### config.mk
export PLATFORM = sky130hd
export DESIGN_NAME = life_gen_seq
export DESIGN_NICKNAME = d
export VERILOG_FILES = /design/src/rtl/life_gen_seq.sv
export SDC_FILE = /design/constraint.sdc
export NUM_CORES = 1
export LEC_CHECK = 0
export CORE_MARGIN = 5
export CORE_UTILIZATION = 50
export CTS_CLUSTER_DIAMETER = 80
export DETAILED_ROUTE_END_ITERATION = 10
export GPL_TIMING_DRIVEN = 0
export PLACE_DENSITY = 0.79
export SYNTH_ARGS = -nofsm -noshare
export SYNTH_HDL_FRONTEND = slang
export SYNTH_SLANG_ARGS = --single-unit
### constraint.sdc
create_clock -name clk -period 2.6 [get_ports clk]
set_input_delay 0.26 -clock clk [delete_from_list [all_inputs] [get_ports clk]]
set_output_delay 0.26 -clock clk [all_outputs]
set_load 0.005 [all_outputs]
### src/rtl/life_gen_seq.sv
`default_nettype none
// ============================================================================
// Module   : life_gen_seq
// Purpose  : Generation sequencer for the life grid datapath. It drives the
//            shared scan counter across all X*Y cells, fires col_load at every
//            column boundary and commit once per generation. Generations run
//            either single-step or free-run under host control.
// Ports    : clk, reset (async, active-low)
//            step, run, stop, clear, gap   host controls
//            cnt, col_load, commit         datapath controls
//            busy, done, gen_count         host status
// Revision : 1.0 - initial release
// ============================================================================
module life_gen_seq #(
  parameter int X     = 8,
  parameter int Y     = 8,
  parameter int LOG2X = 3,
  parameter int LOG2Y = 3,
  parameter int GAP_W = 8,
  parameter int GEN_W = 16
) (
  input  logic                   clk,
  input  logic                   reset,
  input  logic                   step,
  input  logic                   run,
  input  logic                   stop,
  input  logic                   clear,
  input  logic [GAP_W-1:0]       gap,
  output logic [LOG2X+LOG2Y-1:0] cnt,
  output logic                   col_load,
  output logic                   commit,
  output logic                   busy,
  output logic                   done,
  output logic [GEN_W-1:0]       gen_count
);

  localparam int            CW   = LOG2X + LOG2Y;
  localparam logic [CW-1:0] LAST = CW'(X * Y - 1);

  typedef enum logic [1:0] {
    S_IDLE   = 2'd0,
    S_SCAN   = 2'd1,
    S_COMMIT = 2'd2,
    S_GAP    = 2'd3
  } state_t;

  state_t           state_q, state_d;
  logic [CW-1:0]    cnt_q,   cnt_d;
  logic [GEN_W-1:0] gen_q,   gen_d;
  logic [GAP_W-1:0] gap_q,   gap_d;
  logic             cont_w;

  // Free-run continues only while run is held and stop is not.
  assign cont_w = run & ~stop;

  always_ff @(posedge clk or negedge reset) begin
    if (!reset) begin
      state_q <= S_IDLE;
      cnt_q   <= '0;
      gen_q   <= '0;
      gap_q   <= '0;
    end else begin
      state_q <= state_d;
      cnt_q   <= cnt_d;
      gen_q   <= gen_d;
      gap_q   <= gap_d;
    end
  end

  always_comb begin
    state_d = state_q;
    cnt_d   = cnt_q;
    gen_d   = gen_q;
    gap_d   = gap_q;
    case (state_q)
      S_IDLE: begin
        cnt_d = '0;
        // clear wins over a simultaneous start request
        if (clear) begin
          gen_d = '0;
        end else if ((step | run) & ~stop) begin
          state_d = S_SCAN;
        end
      end
      S_SCAN: begin
        // counter width is exact, so the last cell wraps cnt back to 0
        cnt_d = cnt_q + CW'(1);
        if (cnt_q == LAST) begin
          state_d = S_COMMIT;
        end
      end
      S_COMMIT: begin
        gen_d = gen_q + GEN_W'(1);
        if (cont_w) begin
          if (gap != '0) begin
            state_d = S_GAP;
            gap_d   = gap;
          end else begin
            state_d = S_SCAN;
          end
        end else begin
          state_d = S_IDLE;
        end
      end
      S_GAP: begin
        // gap_q holds the remaining idle cycles including this one
        if (!cont_w) begin
          state_d = S_IDLE;
          gap_d   = '0;
        end else if (gap_q <= GAP_W'(1)) begin
          state_d = S_SCAN;
          gap_d   = '0;
        end else begin
          gap_d = gap_q - GAP_W'(1);
        end
      end
      default: begin
        state_d = S_IDLE;
      end
    endcase
  end

  assign cnt       = cnt_q;
  assign gen_count = gen_q;
  assign col_load  = (state_q == S_SCAN) && (cnt_q[LOG2X-1:0] == '0);
  assign commit    = (state_q == S_COMMIT);
  assign busy      = (state_q != S_IDLE);
  // done marks the final commit of a step or of a stopped free-run
  assign done      = (state_q == S_COMMIT) && !cont_w;

endmodule
`default_nettype wire

# Yosys cells after proc, flatten, opt, wreduce, memory -nomap -nowiden
# Cells that the tools add are included.
# word_totals
register_bits,32
output_inout_bits,26
elab_cells,52
# classes
addsub,3
n_lt_le_gt_ge,1
n_eq_ne,11
muxes,16
n_bitwise,4
reduce_logical,13
# op_table
cell,n
8-bit two-way mux,4
16-bit case mux with 2 select lines,1
"16-bit by 1-bit adder with 16-bit output, second input constant",1
16-bit two-way mux,1
8-bit case mux with 2 select lines,1
2-bit two-way mux,7
6-bit case mux with 2 select lines,1
"8-bit by 1-bit <= comparator with 1-bit output, second input constant",1
"2-bit inequality test, second input constant",4
2-bit case mux with 4 select lines,1
2-bit nonzero test,4
8-bit nonzero test,1
"8-bit by 1-bit subtractor with 8-bit output, second input constant",1
"6-bit by 1-bit adder with 6-bit output, second input constant",1
"6-bit equality test, second input constant",1
"2-bit equality test, second input constant",2
"2-bit by 1-bit inequality test with 1-bit output, second input constant",2
4-bit AND reduction,1
3-bit logical NOT,1
"3-bit inequality test, second input constant",1
3-bit AND reduction,1
1-bit bitwise AND,2
"2-bit by 1-bit equality test with 1-bit output, second input constant",1
1-bit logical AND,2
other kinds (5),5

# Longest topological paths before layout
# Gate-level depths: netlist (run 1).
# logic_depth
word_depth,5
depth_mapped,6

# Worst setup path after synthesis (run 1)
# No wires, ideal clock.
# synth_path
path_type,reg-to-reg
startpoint,register gap_q[5]
endpoint,register state_q[0]
arrival_time_ps,1661
path_slack_ps,808
path_stages_with_launch,5
path_buffers,0
synth_period_minus_slack_ps,1792
cell_sequence,dfrtp_1 or4_4 o41a_4 o32ai_2 o21ai_1
# synth_via
elab_chain_len,3
# synth_lines
item,line_no,text
from (decl),50,"logic [GAP_W-1:0] gap_q, gap_d;"
from (signal assigned),66,gap_q <= gap_d;
8-bit by 1-bit <= comparator with 1-bit output,110,end else if (gap_q <= GAP_W'(1)) begin
3-bit inequality test (no line),-,
4-bit AND reduction (no line),-,
to (signal assigned),63,state_q <= state_d;
to (decl),47,"state_t state_q, state_d;"
# Every way passes these cells.
# A chain may end at the register's enable or synchronous reset.

# Worst setup path in the final report (run 1)
# layout_path
startpoint,register state_q[0]
endpoint,output col_load
# layout_via
elab_chain_len,2
# layout_lines
item,line_no,text
2-bit by 1-bit equality test with 1-bit output,125,assign col_load = (state_q == S_SCAN) && (cnt_q[LOG2X-1:0] == '0);
1-bit logical AND,125,
to (decl),30,"output logic col_load,"
# Every way passes these cells.

==> results.md, run 1 <==
CTS:
- The total CTS buffers is 5.
- The total of hold buffers inserted after clock tree synthesis is 0.
- The tree is rooted in a sky130_fd_sc_hd__clkbuf_8.
- The clock tree from TritonCTS is built.
- The clock-pin transition on the worst setup and hold timing paths is 0.07 ns.
- The clock network latency to the later pin of the worst-skew pair is 0.29 ns.
- The total number of clock tree sinks is 32.
- The clock passes through at most 2 buffers.
- After clock tree synthesis, the setup repair step added 0 buffers.
- Once the clock tree was built, the resizer swapped 0 gates to a different size.
- The clock tree synthesis step divided the H-tree into 2 levels.

Place:
- Once detailed placement completed, the half-perimeter wirelength came to 3290 µm.
- In this run, placement finished with an instance count of 292.
- Routability-driven placement finished with a final weighted congestion of 0.887.
- The number of port buffers is 39.

Global routing:
- Global routing consumed, over all layers together, 19.6% of the routing resources.
- The number of global-route vias before repair is 1745.
- The first-pass GRT wire length is 7960 µm.
- After global routing the overflow that remains totals 0.
- The initial antenna violation count came to 0.
- Entering global routing, the biggest net connects 33 pins.

Synthesis:
- Ranked by total cell area, the synthesized netlist is headed by sky130_fd_sc_hd__dfrtp_1 43%, sky130_fd_sc_hd__nand2_1 5.9%, sky130_fd_sc_hd__o21ai_0 5.4%.
- Ranked by instance count, the synthesized netlist is headed by 32 x sky130_fd_sc_hd__dfrtp_1, 29 x sky130_fd_sc_hd__nand2_1, 20 x sky130_fd_sc_hd__o21ai_0.
- The most frequently used cell type in the post-synthesis netlist is sky130_fd_sc_hd__dfrtp_1.
- The number of enable-type register cells in the synthesized netlist is 0.
- The cell type contributing the most total cell area after synthesis is sky130_fd_sc_hd__dfrtp_1.
- The most used flip-flop cell after synthesis is sky130_fd_sc_hd__dfrtp_1.
- The count of warnings emitted by yosys is 0.
- The post-synthesis register bit count is 32.
- Summed over its instances, the top area cell type makes up 43.3% of the synthesized netlist area.
- The synthesized net count is 224.
- The netlist uses 44 different library cells.
- The part of the Yosys area used for sequential elements is 43.3%.
- After synthesis the cells add up to 0.00185 mm².
- After synthesis, the mean cell area works out to 9.03 µm².
- The cell count after synthesis came out at 205.
- The proportion of synthesized flip-flops having asynchronous set or reset is 100%.

Finish:
- The number of non-filler instances in the completed layout is 300.
- Relative to the synthesized area, the layout overhead comes to 30.1%.
- The fraction of final layout cells with drive strength greater than 1 is 5.95%.
- The post-route core utilization is 66.3%.
- The number of antenna diodes in the final layout is 0.
- The post-layout net count is 270.

Hold path:
- The worst min-delay path class is in2async.

Outcome:
- The run finished with clean final reports.

STA:
- Measured against its own limit, the worst slew margin works out to 52.2%.
- The clock period minus worst slack is 2.29 ns.
- The sum of negative setup slack is 0 ns.
- Setup violations remaining at the end of the flow were counted as 0.
- After layout, the worst path uses 87.9% of the clock period.
- Setup repair after global routing left no endpoint under its margin.
- The worst clock skew is 0.00721 ns.
- For the pin with the worst max-slew slack, the measured transition is 0.718 ns.
- The highest attainable clock frequency is 438 MHz.
- The final hold violation count is 0.
- The final-report max-slew violation count came to 0.

Power:
- VDD sags by at most 589 µV.
- The leakage power of the design is 1.03 nW.
- The switching power share of the total is 33.8%.
- In this run, flip-flops and latches consume 42.6% of the power.
- In this run, the clock network consumes 27.5% of the power.
- Internal power comes to 1.16 mW.
- The analysis attributes to net switching a power of 593 µW.
- In this run, the combinational gates consume 29.9% of the power.
- After layout, the design draws a total of 1.75 mW.
- The power density relative to cell area is 728 mW/mm².

Route:
- The detailed router's first-iteration violation count is 186.
- The remaining antenna violation count after routing is 0.
- Using the TritonRoute via totals, the vias-per-cell ratio works out to 5.83.
- The total wirelength of the detailed-routed design is 4600 µm.
- In the final routed layout, each cell accounts on average for 15.3 µm.
- The final routed DRC violation total is 0.
- The number of vias after detailed routing is 1750.
- Before antenna repair, the detailed router went through 4 iterations.

Critical path:
- For the worst setup path, the data required time is 2.34 ns.
- At the worst endpoint, the arrival time is 2.03 ns.
- The critical path is of the reg2out type.
- In this run the worst path has a maximum fanout of 10.
- The type of origin of the critical path is a register.
- The sort of element at the end of the critical path is an output port.

Job:
- Max-cap violations in this run came to 0.

Floorplan:
- The count of standard-cell rows is 22.
- The floorplan step defined a die boundary enclosing 0.00502 mm².
- The core region is 0.00363 mm².
- The number of ports placed on the die boundary is 40.
- The starting density of the core is 50.9%.
- The floorplan die width is 70.8 µm.
- The y dimension of the die is 70.8 µm.
## cells in the final DEF, fill, tap and decap left out, types with 4 or more instances in the layout
master                             n
sky130_fd_sc_hd__o31ai_1           4
sky130_fd_sc_hd__nor3_1            7
sky130_fd_sc_hd__dfrtp_1          32
sky130_fd_sc_hd__nor2_1           11
sky130_fd_sc_hd__o21ai_0          20
sky130_fd_sc_hd__nand3_1           6
sky130_fd_sc_hd__clkbuf_1          5
sky130_fd_sc_hd__inv_1            11
sky130_fd_sc_hd__mux2i_1           6
sky130_fd_sc_hd__o21ai_1           4
sky130_fd_sc_hd__nor4_1            4
sky130_fd_sc_hd__ha_1              5
sky130_fd_sc_hd__clkbuf_8          5
sky130_fd_sc_hd__nand2_1          29
sky130_fd_sc_hd__a21oi_1           5
sky130_fd_sc_hd__clkdlybuf4s50_1  38
sky130_fd_sc_hd__or3_1             4
sky130_fd_sc_hd__nand4_1           8
## cell families after synthesis
kind of cell | Yosys count | synth area share, %
xor+xnor | 1 | 0.473
mux | 7 | 3.85
simple gates | 83 | 22.7
compound gates | 60 | 22.9
fa+ha+maj | 5 | 3.38
buf+inv | 17 | 3.45
flops | 32 | 43.3
## final timing paths
| path | from | endpoint | slack, ns | cells past startpoint |
|---|---|---|---|---|
| setup / recovery | state_q[0] | col_load | 0.31 | 4 |
| hold / removal | reset | cnt[1] | 0.02 | 1 |
| setup reg to reg | gap_q[5] | gap_q[4] | 0.58 | 4 |
| hold reg to reg | gen_count[13] | gen_count[13] | 0.50 | 1 |
| max in group asynchronous | reset | cnt[3] | 2.12 | 1 |
| min in group clk | gen_count[13] | gen_count[13] | 0.50 | 1 |
## metal layers
metal / GRT usage [%] / vias up / part of all wire, %
li1: - / 862 / -
met1: 27.1 / 846 / 49
met2: 30.6 / 36 / 47
met3: 4.12 / 6 / 3.8
met4: 7.10 / 0 / 1.0
met5: 0 / - / 0
## critical path: stages (launching register included)
cell,delay (ns)
sky130_fd_sc_hd__dfrtp_1,0.42
sky130_fd_sc_hd__clkbuf_1,0.41
sky130_fd_sc_hd__nand2_1,0.17
sky130_fd_sc_hd__nor3b_1,0.22
sky130_fd_sc_hd__clkdlybuf4s50_1,0.53
## final cells by class
cell class | count | area (µm²)
sequential | 32 | 801
fill | 322 | 1230
tap | 48 | 60.1
clock buffer | 5 | 68.8
timing repair buffer | 39 | 385
buffer | 6 | 22.5
clock inverter | 3 | 42.5
inverter | 11 | 41.3
multi-input combinational | 156 | 986
## metrics by stage
step,area [µm²],worst slack (ns),hold WS (ns)
after floorplan,1850,0.808,-0.0356
after global placement,2300,0.268,0.471
after detailed placement,2300,0.257,0.354
after CTS,2410,0.336,0.0433
after global routing,2410,0.212,0.101
final,2410,0.315,0.0230
## power groups by stage
| stage | Clock [mW] | Combinational [mW] | Sequential (mW) |
|---|---|---|---|
| detailed placement | 0 | 0.523 | 0.751 |
| global route | 0.502 | 0.585 | 0.770 |
| floorplan | 0 | 0.276 | 0.729 |
| CTS | 0.483 | 0.528 | 0.742 |
| global placement | 0 | 0.512 | 0.749 |
| finish | 0.481 | 0.525 | 0.747 |
## sequential cells by signal, indices dropped and copies added (netlist names)
name       count
gen_count     16
cnt            6
gap_q          8
state_q        2
Note: power is estimated with default switching activity, not from simulation.
==> inputs of run 2 (changes only) <==
--- a/config.mk
+++ b/config.mk
@@ -7,10 +7,10 @@
 export LEC_CHECK = 0
 export CORE_MARGIN = 5
 export CORE_UTILIZATION = 50
-export CTS_CLUSTER_DIAMETER = 80
 export DETAILED_ROUTE_END_ITERATION = 10
 export GPL_TIMING_DRIVEN = 0
 export PLACE_DENSITY = 0.79
+export SLEW_MARGIN = 25
 export SYNTH_ARGS = -nofsm -noshare
 export SYNTH_HDL_FRONTEND = slang
 export SYNTH_SLANG_ARGS = --single-unit
==> run 2 against run 1 <==
Compared with the run above:
- die area is the same
- critical endpoint unchanged
- global-route usage shrank 0.39 points
- clock power shrank 21%
- critical path type unchanged
==> results.md, run 2 (synthesis results as in run 1) <==
Global routing:
- The number of global-route vias before repair is 1724 (was 1745).
- The global routing usage summed across all routing layers is 19.3% (was 19.6%).
- The pin count of the biggest net entering global routing is 23 (was 33).
- The met1 demand-to-capacity share in global routing came to 26.0% (was 27.1%).
- The initial antenna violation count is 0 (unchanged).
- The global routing's busiest layer was met2 (unchanged).
- The global routing met3 resource utilization is 5.26% (was 4.12%).
- The sum of overflow across all layers after global routing is 0 (unchanged).
- The first-pass GRT wire length is 7840 µm (was 7960 µm).
- The met2 capacity usage during global routing was 30.5% (was 30.6%).

Finish:
- The fraction of final layout cells with drive strength greater than 1 is 6.30% (was 5.95%).
- The most common cell after layout, fill and taps aside is sky130_fd_sc_hd__clkdlybuf4s50_1 (unchanged).
- The combined flip-flop and latch cell area is 801 µm² (unchanged).
- The area used by multi-input combinational logic was 986 µm² (unchanged).
- The number of flip-flops under the largest register name came to 16 (unchanged).
- The filler cell count in the final layout is 319 (was 322).
- Most frequent cells in the layout: 38 x sky130_fd_sc_hd__clkdlybuf4s50_1, 32 x sky130_fd_sc_hd__dfrtp_1, 29 x sky130_fd_sc_hd__nand2_1, 20 x sky130_fd_sc_hd__o21ai_0 (unchanged).
- The number of antenna repair diodes was 0 (unchanged).
- The post-synthesis to final-layout area growth is 30.8% (was 30.1%).
- The post-layout net count is 272 (was 270).

Critical path:
- The worst reg-to-reg setup slack is 0.55 ns (was 0.58 ns).
- The sort of element at the end of the critical path is an output port (unchanged).
- The data required time at the worst endpoint is 2.34 ns (about the same).
- The endpoint arrival time on the critical path is 2.01 ns (was 2.03 ns).
- The number of cells on the worst reg-to-reg path is 4 (unchanged).
- The type of origin of the critical path was a register (unchanged).
- The type of the setup path with the least slack is reg2out (unchanged).
- The biggest fanout along the worst timing path came to 10 (unchanged).

Floorplan:
- The floorplan die width is 70.8 µm (unchanged).
- The starting density of the core is 50.9% (unchanged).
- The count of standard-cell rows is 22 (unchanged).
- The placeable core region came to 0.00363 mm² (unchanged).
- The y dimension of the die is 70.8 µm (unchanged).
- The number of ports placed on the die boundary is 40 (unchanged).
- The full die area is 0.00502 mm² (unchanged).

Power:
- The power density relative to cell area is 681 mW/mm² (was 728 mW/mm²).
- The leakage power of the design is 1.04 nW (was 1.03 nW).
- The total power after layout was 1.65 mW (was 1.75 mW).
- The peak ir drop on the vdd network came to 639 µV (was 589 µV).

Route:
- The final routed DRC violation total is 0 (unchanged).
- The number of detailed-route iterations in the first pass is 4 (unchanged).
- The total wirelength of the detailed-routed design was 4450 µm (was 4600 µm).
- The detailed router's first-iteration violation count is 175 (was 186).
- The wire length per cell came to 14.7 µm (was 15.3 µm).
- The number of vias after detailed routing was 1766 (was 1750).
- The remaining antenna violation count after routing came to 0 (unchanged).
- The via density per instance is 5.85 (was 5.83).

STA:
- The fraction of the cycle the final worst path needs is 87.2% (was 87.9%).
- Setup repair after global routing missed its margin: false (unchanged).
- The final hold violation count is 0 (unchanged).
- The worst clock skew is 0.00564 ns (was 0.00721 ns).
- The final-report max-slew violation count is 0 (unchanged).
- The transition time at the pin with the least slew margin is 0.607 ns (was 0.718 ns).
- The sum of negative setup slack came to 0 ns (unchanged).
- The worst hold slack is 0.378 ns (was 0.0230 ns).
- The final setup violation count came to 0 (unchanged).
- The highest attainable clock frequency is 441 MHz (was 438 MHz).
- The worst max-slew margin expressed relative to the limit is 59.1% (was 52.2%).
- The clock period minus worst slack is 2.27 ns (was 2.29 ns).

Job:
- The count of maximum capacitance violations came to 0 (unchanged).

CTS:
- The number of buffers on the longest clock path came to 2 (unchanged).
- The total number of clock tree sinks was 32 (unchanged).
- The clock network latency to the later pin of the worst-skew pair was 0.29 ns (about the same).
- The clock tree from TritonCTS is built (unchanged).
- The total CTS buffers is 5 (unchanged).
- The library cell used as clock root buffer is sky130_fd_sc_hd__clkbuf_8 (unchanged).
- The clock-pin transition on the worst setup and hold timing paths is 0.07 ns (about the same).
- The H-tree level count was 2 (unchanged).

Outcome:
- Status: completed (unchanged).

Place:
- The number of port buffers was 39 (unchanged).
- The weighted congestion at the end of routability-driven global placement is 0.887 (unchanged).
- The placed wire-length estimate after detailed placement is 3340 µm (was 3290 µm).

Hold path:
- The worst min-delay path class is in2async (unchanged).
run 2: cell count changes in the layout (fill, tap and decap cells not counted):
cell,before,now
sky130_fd_sc_hd__buf_16,0,1
sky130_fd_sc_hd__clkinv_4,0,1
sky130_fd_sc_hd__clkinv_2,1,2
sky130_fd_sc_hd__dlygate4sd3_1,0,1
sky130_fd_sc_hd__bufinv_16,1,0
sky130_fd_sc_hd__clkinvlp_4,1,0
run 2: layout make-up:
type,instances,share of cell area (%)
sequential,32,33.1
clock buffer,5,2.84
inverter,11,1.71
multi-input combinational,156,40.7
buffer,6,0.930
clock inverter,3,0.775
timing repair buffer,41,17.5
tap,48,2.48
run 2: worst paths after layout:
kind                               start            end
hold reg to reg            gen_count[15]  gen_count[15]
hold / removal                     reset  gen_count[15]
setup reg to reg                gap_q[5]       gap_q[4]
setup / recovery              state_q[0]       col_load
max in group asynchronous          reset       gap_q[3]
min in group clk           gen_count[15]  gen_count[15]
run 2: worst max-delay path, cell delays in order (launching register included):
cell,delay [ns]
sky130_fd_sc_hd__dfrtp_1,0.43
sky130_fd_sc_hd__clkbuf_1,0.38
sky130_fd_sc_hd__nand2_1,0.16
sky130_fd_sc_hd__nor3b_1,0.22
sky130_fd_sc_hd__clkdlybuf4s50_1,0.53
run 2: layer usage:
layer | vias up | part of all wire (%)
met1 | 843 | 47
met2 | 44 | 47
met5 | - | 0
li1 | 872 | -
met3 | 7 | 4.2
met4 | 0 | 1.3
run 2: repair_timing:
item	4_1_cts	5_1_grt
hold buffers	1	0
resized for setup	0	0
setup buffers	0	0
endpoints found under the hold margin	10	0
run 2: stage by stage:
step | area (µm²) | util [%] | setup WS (ns) | std cells
after global routing | 2420 | 66.6 | 0.191 | 302
after detailed placement | 2320 | 63.9 | 0.245 | 293
after floorplan | 1850 | - | 0.808 | 205
after global placement | 2300 | 63.3 | 0.268 | 292
after CTS | 2420 | 66.6 | 0.330 | 302
final | 2420 | 66.6 | 0.334 | 302
run 2: power breakdown:
part / internal [mW] / leakage [nW] / switching, mW
clock network: 0.186 / 0.0479 / 0.192
logic: 0.281 / 0.585 / 0.247
registers: 0.601 / 0.412 / 0.144
total: 1.07 / 1.04 / 0.582
==> inputs of run 3 (changes only) <==
--- a/config.mk
+++ b/config.mk
@@ -10,6 +10,7 @@
 export DETAILED_ROUTE_END_ITERATION = 10
 export GPL_TIMING_DRIVEN = 0
 export PLACE_DENSITY = 0.79
+export RECOVER_POWER = 25
 export SLEW_MARGIN = 25
 export SYNTH_ARGS = -nofsm -noshare
 export SYNTH_HDL_FRONTEND = slang
==> run 3 against run 2 <==
Compared with the run above:
- combinational power is 0.8% lower
- sequential power about the same
- hold slack gained 0.080 ns
- power down 0.17%
- die area unchanged
- critical path type unchanged
- largest cell class unchanged
==> results.md, run 3 (synthesis results as in run 1) <==
Critical path:
- Critical Path, Cell by Cell: clkbuf_1, nand2_1, nor3b_1, clkdlybuf4s50_1 (unchanged).
- The type of the setup path with the least slack is reg2out (unchanged).
- The standard cell with the maximum stage delay on the critical path is sky130_fd_sc_hd__clkdlybuf4s50_1 (unchanged).
- The first element of the critical path was state_q[0] (unchanged).
- The count of buffering cells on the critical path with inverters included is 2 (unchanged).
- The data required time at the worst endpoint is 2.34 ns (about the same).
- The biggest fanout along the worst timing path is 10 (unchanged).
- The sort of element at the end of the critical path is an output port (unchanged).
- The kind of cell with the highest combined delay on the critical path is buffers and inverters (unchanged).
- The type of origin of the critical path is a register (unchanged).
- The critical path's largest stage delay is 0.53 ns (about the same).
- The endpoint arrival time on the critical path came to 2.02 ns (was 2.01 ns).
- The reg-to-reg startpoint is gap_q[5] (unchanged).

Route:
- The met2 wirelength from detailed routing is 2130 µm (was 2110 µm).
- The detailed router's first-iteration violation count is 177 (was 175).
- The number of vias after detailed routing is 1756 (was 1766).
- The total wirelength of the detailed-routed design came to 4490 µm (was 4450 µm).
- The wire length per cell is 14.9 µm (was 14.7 µm).
- The detailed-routed wire length on met3 is 171 µm (was 189 µm).
- The remaining antenna violation count after routing is 0 (unchanged).
- The number of detailed-route iterations in the first pass was 4 (unchanged).
- The final routed DRC violation total is 0 (unchanged).
- The highest layer used for signal routing is met4 (unchanged).
- The via density per instance is 5.81 (was 5.85).
- The wire length on met1 is 2140 µm (was 2100 µm).

Global routing:
- The initial antenna violation count is 0 (unchanged).
- The pin count of the biggest net entering global routing is 23 (unchanged).
- The global routing usage summed across all routing layers is 19.3% (unchanged).
- The number of global-route vias before repair is 1724 (unchanged).
- The first-pass GRT wire length is 7840 µm (unchanged).
- The sum of overflow across all layers after global routing is 0 (unchanged).

Finish:
- The post-synthesis to final-layout area growth is 29.5% (was 30.8%).
- The post-layout net count was 272 (unchanged).
- The number of non-filler instances in the completed layout is 302 (unchanged).
- The design area is 0.00240 mm² (was 0.00242 mm²).
- The fraction of final layout cells with drive strength greater than 1 is 5.51% (was 6.30%).
- The number of flip-flops under the largest register name is 16 (unchanged).
- Most frequent cells in the layout: 38 x sky130_fd_sc_hd__clkdlybuf4s50_1, 32 x sky130_fd_sc_hd__dfrtp_1, 29 x sky130_fd_sc_hd__nand2_1, 20 x sky130_fd_sc_hd__o21ai_0 (unchanged).
- The number of antenna repair diodes is 0 (unchanged).
- The most common cell after layout, fill and taps aside is sky130_fd_sc_hd__clkdlybuf4s50_1 (unchanged).

Power:
- The leakage power of the design is 1.03 nW (was 1.04 nW).
- The peak ir drop on the vdd network is 640 µV (was 639 µV).
- The power density relative to cell area is 687 mW/mm² (was 681 mW/mm²).
- The total power after layout was 1.65 mW (about the same).

CTS:
- The total number of clock tree sinks is 32 (unchanged).
- The H-tree level count is 2 (unchanged).
- The clock tree from TritonCTS is built (unchanged).
- The number of buffers on the longest clock path is 2 (unchanged).
- The clock network latency to the later pin of the worst-skew pair is 0.29 ns (about the same).
- The clock-pin transition on the worst setup and hold timing paths came to 0.07 ns (about the same).
- The post-CTS resize count is 0 (unchanged).
- The library cell used as clock root buffer is sky130_fd_sc_hd__clkbuf_8 (unchanged).
- The total CTS buffers is 5 (unchanged).

Floorplan:
- The starting density of the core is 50.9% (unchanged).
- The full die area is 0.00502 mm² (unchanged).
- The placeable core region is 0.00363 mm² (unchanged).
- The floorplan die width was 70.8 µm (unchanged).
- The number of ports placed on the die boundary came to 40 (unchanged).
- The y dimension of the die is 70.8 µm (unchanged).
- The count of standard-cell rows was 22 (unchanged).

STA:
- The worst clock skew is 0.00573 ns (was 0.00564 ns).
- The fraction of the cycle the final worst path needs is 87.6% (was 87.2%).
- The clock period minus worst slack is 2.28 ns (was 2.27 ns).
- The final-report max-slew violation count is 0 (unchanged).
- The worst max-slew margin expressed relative to the limit is 19.2% (was 59.1%).
- The transition time at the pin with the least slew margin is 1.21 ns (was 0.607 ns).
- The final hold violation count came to 0 (unchanged).
- Setup repair after global routing missed its margin: false (unchanged).
- The sum of negative setup slack was 0 ns (unchanged).
- The highest attainable clock frequency was 439 MHz (was 441 MHz).
- The final setup violation count is 0 (unchanged).

Job:
- The count of maximum capacitance violations is 0 (unchanged).

Place:
- The weighted congestion at the end of routability-driven global placement was 0.887 (unchanged).
- The number of placed cells counting well taps is 293 (unchanged).
- The placed wire-length estimate after detailed placement was 3340 µm (unchanged).
- The cell area after placement is 0.00232 mm² (unchanged).
- The number of port buffers came to 39 (unchanged).

Hold path:
- The worst min-delay path class is in2async (unchanged).

Outcome:
- Status: completed (unchanged).
## run 3: cell types whose count changed in the layout (fill, tap and decap cells not counted)
cell	previous run	this run
sky130_fd_sc_hd__buf_2	1	0
sky130_fd_sc_hd__clkbuf_1	5	7
sky130_fd_sc_hd__buf_16	1	0
## run 3: report_power, final
group / leakage (nW) / total [mW] / internal, mW / switching (mW)
Combinational: 0.571 / 0.523 / 0.276 / 0.247
Sequential: 0.412 / 0.746 / 0.601 / 0.145
Clock: 0.0479 / 0.378 / 0.186 / 0.192
## run 3: area by class of cell
cell class,instances,area [µm²]
buffer,6,22.5
clock buffer,5,68.8
clock inverter,3,18.8
fill,324,1240
inverter,11,41.3
multi-input combinational,156,986
sequential,32,801
tap,48,60.1
timing repair buffer,41,398
## run 3: what timing repair did
| item | 4_1_cts | 5_1_grt |
|---|---|---|
| endpoints found under the hold margin | 10 | 0 |
| hold buffers | 1 | 0 |
| setup buffers | 0 | 0 |
| setup endpoints to repair | 0 | 0 |
## run 3: routing by layer
layer / vias to the layer above / track usage (%)
met3: 7 / 5.26
li1: 870 / -
met5: - / 0
met4: 0 / 5.43
met2: 36 / 30.5
met1: 843 / 26.0
## run 3: worst paths after layout
check                      slack [ns]             to  depth (start not counted)
min in group clk                 0.49  gen_count[15]                          1
max reg2reg                      0.54       gap_q[4]                          4
max                              0.32       col_load                          4
max in group asynchronous        0.64       gap_q[3]                          3
min                              0.46  gen_count[15]                          2
min reg2reg                      0.49  gen_count[15]                          1
## run 3: stage by stage
step                hold WS, ns  util [%]  worst slack [ns]
floorplan               -0.0356         -             0.808
finish                    0.459      65.9             0.324
global placement          0.471      63.3             0.268
detailed placement        0.157      63.9             0.245
CTS                       0.383      66.6             0.330
global route              0.506      65.9             0.191
